File: config.mk
export PLATFORM = sky130hd
export DESIGN_NAME = muldiv_unit
export DESIGN_NICKNAME = d
export VERILOG_FILES = /design/src/rtl/muldiv_unit.sv
export SDC_FILE = /design/constraint.sdc
export NUM_CORES = 1
export LEC_CHECK = 0
export ABC_AREA = 1
export ABC_CLOCK_PERIOD_IN_PS = 5200
export CORE_ASPECT_RATIO = 0.5
export CORE_UTILIZATION = 35
export CTS_CLUSTER_DIAMETER = 100
export DETAILED_ROUTE_END_ITERATION = 16
export GPL_TIMING_DRIVEN = 0
export PLACE_DENSITY = 0.54
export SLEW_MARGIN = 20
export SYNTH_ARGS = -nofsm -noshare
export SYNTH_HDL_FRONTEND = slang
export SYNTH_SLANG_ARGS = --single-unit
File: constraint.sdc
create_clock -name clk -period 5.2 [get_ports clk]
set_input_delay 0.52 -clock clk [delete_from_list [all_inputs] [get_ports clk]]
set_output_delay 0.52 -clock clk [all_outputs]
set_load 0.01 [all_outputs]
File: src/rtl/muldiv_unit.sv
// Iterative 32-bit multiply/divide unit holding the architectural HI/LO registers.
// One shift-add or restoring shift-subtract step per cycle, then a single sign-fix cycle.
module muldiv_unit (
  input  logic        clk,
  input  logic        reset,
  input  logic        startE,
  input  logic [1:0]  opE,
  input  logic [31:0] srcaE,
  input  logic [31:0] srcbE,
  input  logic        mthiW,
  input  logic        mtloW,
  input  logic [31:0] wdataW,
  input  logic        mdreqD,
  output logic [31:0] hi,
  output logic [31:0] lo,
  output logic        busy,
  output logic        mdstallD,
  output logic [1:0]  dbg_state
);

  typedef enum logic [1:0] {IDLE = 2'd0, MUL = 2'd1, DIV = 2'd2, FIX = 2'd3} state_t;

  state_t      state, state_next;
  logic [4:0]  cnt;
  logic [31:0] opnd;
  logic [63:0] acc;
  logic        sign_a, sign_b, is_div;

  logic [31:0] mag_a, mag_b;
  logic        neg_a, neg_b;
  logic [32:0] mul_sum, div_shift, div_diff;
  logic [63:0] acc_mul, acc_div, prod_fix;
  logic [31:0] quo_fix, rem_fix;

  assign busy      = (state != IDLE);
  assign mdstallD  = mdreqD & (busy | startE);
  assign dbg_state = state;

  always_comb begin
    neg_a = opE[0] & srcaE[31];
    neg_b = opE[0] & srcbE[31];
    mag_a = neg_a ? (~srcaE + 32'd1) : srcaE;
    mag_b = neg_b ? (~srcbE + 32'd1) : srcbE;
  end

  // acc holds {partial product, multiplier} for MUL and {remainder, quotient} for DIV.
  always_comb begin
    mul_sum   = {1'b0, acc[63:32]} + {1'b0, (acc[0] ? opnd : 32'd0)};
    acc_mul   = {mul_sum, acc[31:1]};
    div_shift = {acc[63:32], acc[31]};
    div_diff  = div_shift - {1'b0, opnd};
    acc_div   = div_diff[32] ? {div_shift[31:0], acc[30:0], 1'b0}
                             : {div_diff[31:0], acc[30:0], 1'b1};
  end

  // A zero divisor leaves an all-ones quotient unnegated; the remainder returns the dividend.
  always_comb begin
    prod_fix = (sign_a ^ sign_b) ? (~acc + 64'd1) : acc;
    quo_fix  = ((sign_a ^ sign_b) && (opnd != 32'd0)) ? (~acc[31:0] + 32'd1) : acc[31:0];
    rem_fix  = sign_a ? (~acc[63:32] + 32'd1) : acc[63:32];
  end

  always_comb begin
    state_next = state;
    case (state)
      IDLE: if (startE) state_next = opE[1] ? DIV : MUL;
      MUL:  if (cnt == 5'd31) state_next = FIX;
      DIV:  if (cnt == 5'd31) state_next = FIX;
      FIX:  state_next = IDLE;
      default: state_next = IDLE;
    endcase
  end

  always_ff @(posedge clk or negedge reset) begin
    if (!reset) state <= IDLE;
    else        state <= state_next;
  end

  always_ff @(posedge clk or negedge reset) begin
    if (!reset) begin
      cnt    <= 5'd0;
      opnd   <= 32'd0;
      acc    <= 64'd0;
      sign_a <= 1'b0;
      sign_b <= 1'b0;
      is_div <= 1'b0;
    end else begin
      case (state)
        IDLE: if (startE) begin
          cnt    <= 5'd0;
          sign_a <= neg_a;
          sign_b <= neg_b;
          is_div <= opE[1];
          opnd   <= opE[1] ? mag_b : mag_a;
          acc    <= {32'd0, (opE[1] ? mag_a : mag_b)};
        end
        MUL: begin
          acc <= acc_mul;
          cnt <= cnt + 5'd1;
        end
        DIV: begin
          acc <= acc_div;
          cnt <= cnt + 5'd1;
        end
        default: ;
      endcase
    end
  end

  // The FIX write wins over a same-edge mthi/mtlo.
  always_ff @(posedge clk or negedge reset) begin
    if (!reset) begin
      hi <= 32'd0;
      lo <= 32'd0;
    end else if (state == FIX) begin
      if (is_div) begin
        hi <= rem_fix;
        lo <= quo_fix;
      end else begin
        hi <= prod_fix[63:32];
        lo <= prod_fix[31:0];
      end
    end else begin
      if (mthiW) hi <= wdataW;
      if (mtloW) lo <= wdataW;
    end
  end

endmodule

## Yosys cells after proc, flatten, opt, wreduce, memory -nomap -nowiden

Cells that the tools add are included.

| word-level totals | value |
|---|---|
| bits of input ports | 104 |
| memories | 0 |
| register bits | 170 |
| output and inout bits | 68 |
| bits in writable memories | 0 |
| logic and storage cells | 69 |
| bits in read-only memories | 0 |
| bits in latches | 0 |

| cells by class | value |
|---|---|
| shifts and indexed selects | 0 |
| eq/ne operators | 6 |
| reduce and logical (&&, ||, !) cells | 13 |
| add/subtract/negate cells | 8 |
| muxes and demuxes | 23 |
| div/mod/pow operators | 0 |
| bitwise operators | 10 |
| $lt $le $gt $ge | 0 |
| multiply operators | 0 |

Operators with widths:

| kind | number |
|---|---|
| 32-bit 2-to-1 mux | 13 |
| 64-bit 2-to-1 mux | 3 |
| 64-bit case mux with 3 select lines | 1 |
| 32-bit by 1-bit adder with 32-bit output (second input constant) | 4 |
| 32-bit NOT | 4 |
| 64-bit by 1-bit adder with 64-bit output (second input constant) | 1 |
| 64-bit NOT | 1 |
| 32-bit by 32-bit adder with 33-bit output | 1 |
| 33-bit by 32-bit subtractor with 33-bit output | 1 |
| 32-bit nonzero test | 1 |
| 5-bit case mux with 2 select lines | 1 |
| 2-bit AND reduction | 4 |
| 2-bit nonzero test | 4 |
| 2-bit 2-to-1 mux | 3 |
| 2-bit case mux with 3 select lines | 1 |
| 5-bit by 1-bit adder with 5-bit output (second input constant) | 1 |
| 5-bit equality test (second input constant) | 1 |
| 5-bit 2-to-1 mux | 1 |
| 2-bit equality test (second input constant) | 2 |
| 1-bit AND | 3 |
| 3-bit nonzero test | 1 |
| 2-bit by 1-bit equality test with 1-bit output (second input constant) | 1 |
| 2-bit zero test | 1 |
| 2-bit by 1-bit inequality test with 1-bit output (second input constant) | 1 |
| other kinds (5) | 5 |

## Depth between registers and ports, before layout

| logic depth | value |
|---|---|
| word-level depth | 6 |
| gate-level depth with buffers | 21 |
| depth with buffers taken out | 19 |

## Least setup slack after synthesis

Ideal clock, no wire load.

| timing | value |
|---|---|
| path type | reg-to-reg |
| start point | reg acc[0] |
| end point | reg acc[59] |
| data arrival time | 2357 ps |
| slack | 2727 ps |
| path buffers | 2 |
| setup time | 117 ps |
| stages on the path, launching flop included | 21 |
| clock period less this slack | 2473 ps |
| data required time | 5083 ps |
| cells stage by stage | dfrtp_1 buf_6 clkbuf_1 nand2_1 inv_1 ha_1 fa_1 nand2_1 nand2_1 o21ai_0 inv_1 nand2_1 nand2_1 nand2_1 nand2_1 nand2_1 nand3_1 nand3_1 nand2_1 nand2_1 nand2_1 |

| between the ends | value |
|---|---|
| longest elaborated chain between the ends | 3 |

RTL lines:

| item | line | RTL |
|---|---|---|
| start: declaration | 26 | `logic [63:0] acc;` |
| start signal: assignment | 95 | `acc <= {32'd0, (opE[1] ? mag_a : mag_b)};` |
| start signal: assignment | 98 | `acc <= acc_mul;` |
| start signal: assignment | 102 | `acc <= acc_div;` |
| 32-bit 2-to-1 mux | 48 | `mul_sum = {1'b0, acc[63:32]} + {1'b0, (acc[0] ? opnd : 32'd0)};` |
| 32-bit by 32-bit adder with 33-bit output | 48 |  |
| 64-bit case mux with 3 select lines | 88 | `case (state)` |

No other way between the ends.
A chain may end at the register's enable or synchronous reset.

## Final worst setup path

| timing | value |
|---|---|
| start point | reg acc[0] |
| end point | reg acc[53] |

Same word-level chain as after synthesis.

==> out/results.ini <==
[run_status]
status=finished clean

[logic_synthesis]
synth_top_area_share_pct=23.31
yosys.area.top_type=dfrtp_1
synthArstFlopShare_pct=100.0
synthCells=3094
avgSynthCellArea_um2=5.898
syn_area_um2=18250
synth_fp_nets=3276
synth_seq_cells=170
ys_seq_area_share_pct=23.31
synthTopCellsByArea=dfrtp_1 23%, nand2_1 20%, nand3_1 9.8%, inv_1 8.6%, nor2_1 5.9%
synth.distinct_cells=53
synth_edf_count=0
ys_warn_count=0
ys.flop_type=dfrtp_1

[power]
peakVddDrop_v=0.0004251
p_sw_uw=8190
p_per_area_nw_per_um2=645.0
pwr-share-seq_pct=19.1
netSwitchingFraction_pct=59.06
pwr-share-comb_pct=70.6
power_leakage_uw=0.01099
p_clk_share_pct=10.3
power.internal_uw=5678
power_uw=13870

[critical_path]
ff2ff_path_depth=18
reg2reg_to=acc[53]
crit_path_end_kind=flip-flop
worstPathArrival_ns=4.17
timing.rr.start=acc[0]
reg2reg_slack_ns=1.43
crit_fanout=10
startpoint_type=flip-flop
critPathKind=reg2reg
crit_required_ns=5.60

[global_route]
grt_max_degree=94
track_usage_pct=34.40
grt_pass1_vias=20280
grt_pass1_wl_um=134000
grt_overflow=0
antenna_found_initial=1

[floorplan]
chipHeight_um=163.5
rows=58
die_area_um2=53110
start_util_pct=35.87
coreArea_um2=50870
die_w_um=324.9
io_pins=172

[sta]
final-setup-viol-count=0
drv_slew=0
max_freq_mhz=265.1
min_period_ns=3.772
hold_viol_final=0
setup_tns_ns=0
grt_setup_unrepaired=no
setup_slack_ns=1.428
worst_pin_slew_ns=1.022
relSlewSlack_pct=31.14
fin_crit_sh_pct=72.55
finClkSkew_ns=0.01686

[route]
wl_met1_um=43970
wl_per_cell_um=23.21
highest_layer=met4
wl_met2_um=37410
drc=0
vias=21840
wl_um=92600
drt_iter0_drc=2809
met3WireLength_um=9950
viasPerCell=5.472
dr.pass1.iters=8
ant_nets=0

[cts]
cts_buffers=17
clock_path_buffers=2
path_clk_slew_ns=0.08
cts_max_level=4
cts_sinks=170
cts_tree=done
clockRootBuffer=clkbuf_16
clkLatencyLatePin_ns=0.47
postCtsSetupBuffers=0

[worst_hold_path]
min_path_type=in2async

[placed_design]
gp_congestion=1.065
numPortBuffers=169
postPlaceCellArea_um2=20870
dp_hpwl_um=78660
place_ws_ns=1.521

[layout]
drive_gt1_share_pct=4.245
fin_nets=3467
area_growth_pct=17.82
fillers=5648
stdcell_area_um2=21500

[flow_run]
maxCapViolCount=0

[critical path: stages, from the launching register on]
cell	delay (ns)
dfrtp_1	0.34
buf_6	0.20
clkbuf_1	0.38
nand2_1	0.09
inv_1	0.07
ha_1	0.46
fa_1	0.46
nand2_1	0.09
nand2_1	0.06
o21ai_0	0.14
o21ai_0	0.40
nand3_1	0.12
nand2_1	0.26
nand2_1	0.12
nand3b_1	0.10
nand3_1	0.16
nand2_1	0.13
nand2_1	0.05
nand2_1	0.05
[kinds of logic (layout without fill, tap and decap cells)]
group                    Yosys count  after routing  synth area share (%)
AO/OA/AOI/OAI                    451            451                 14.49
other                              0              2                     0
flip-flops                       170            170                 23.31
XOR/XNOR                          55             55                 2.681
adder cells (fa/ha/maj)           78             78                 5.431
AND/OR/NAND/NOR                 1813           1813                 42.85
buffers and inverters            527            731                 11.24
[power groups by stage]
stage | Combinational, µW | Sequential [µW] | Clock, µW
2_1_floorplan | 6080 | 2370 | 0
3_3_place_gp | 9490 | 2610 | 0
3_5_place_dp | 9500 | 2630 | 0
4_1_cts | 9560 | 2600 | 1430
5_1_grt | 10700 | 2670 | 1480
6_report | 9800 | 2650 | 1420
[what timing repair did]
action / in CTS / in global routing
hold buffers: 1 / 0
gates resized for setup: 0 / 0
endpoints found under the hold margin: 6 / 0
[Yosys cell counts (all sizes together) (3+ instances only)]
cell type,count
nand2,1018
xnor2,14
o31ai,3
nand3,362
ha,76
nand3b,20
o21bai,23
nor4,4
xor2,41
dfrtp,170
o211ai,25
nor3,34
a31oi,6
o21ai,180
and2,6
o22ai,32
o21a,3
buf,32
a21oi,115
nor2,298
clkbuf,66
nand4,56
a21o,8
or2,13
o221ai,13
inv,426
clkinv,3
a22oi,39
[cell type report]
cell class                      instances  area [µm²]  share of cell area (%)
Antenna cell                            2       5.005                 0.02328
Buffer                                 98       440.4                   2.049
Clock buffer                           18       439.2                   2.043
Clock inverter                         14       180.2                  0.8380
Inverter                              429        1610                   7.490
Multi-Input combinational cell       2397       11950                   55.56
Sequential cell                       170        4254                   19.79
Tap cell                              690       863.3                   4.016
Timing Repair Buffer                  172        1762                   8.194
[sequential cells by signal, summed over array words and instances (netlist names)]
name	flops
acc	64
cnt	5
dbg_state	2
hi	32
is_div	1
lo	32
opnd	32
sign_a	1
sign_b	1
[cells in the final DEF, fill, tap and decap left out, drive strengths merged, types with 14 or more instances in the layout]
master / netlist / layout
dfrtp: 170 / 170
inv: 426 / 432
o21ai: 180 / 180
nor3: 34 / 34
nand3b: 20 / 20
o22ai: 32 / 32
o211ai: 25 / 25
nor2: 298 / 298
xor2: 41 / 41
nand3: 362 / 362
a21oi: 115 / 115
clkdlybuf4s50: 0 / 168
nand4: 56 / 56
nand2: 1018 / 1018
a22oi: 39 / 39
buf: 32 / 35
xnor2: 14 / 14
clkbuf: 66 / 84
ha: 76 / 76
o21bai: 23 / 23
[how the worst max path moves through the flow]
stage	from	end	cells past startpoint
floorplan	acc[0]	acc[59]	20
global placement	reset	acc[37]	1
detailed placement	acc[0]	acc[53]	19
CTS	acc[0]	acc[53]	18
global route	acc[0]	acc[63]	20
finish	acc[0]	acc[53]	18
[per-stage QoR]
stage	util, %	std cells	hold WS [ns]
after floorplan	-	3094	0.2244
after global placement	40.89	3953	0.4811
after detailed placement	41.02	3955	0.3227
after CTS	42.25	3988	0.4176
after global routing	42.25	3988	0.4290
final	42.26	3990	0.4242
[metal layers]
layer / track usage [%] / vias to the layer above
met1: 51.01 / 10360
met4: 5.682 / 0
met2: 50.04 / 951
met3: 8.756 / 87
li1: - / 10440
met5: 0 / -
(Power assumes the default switching activity.)
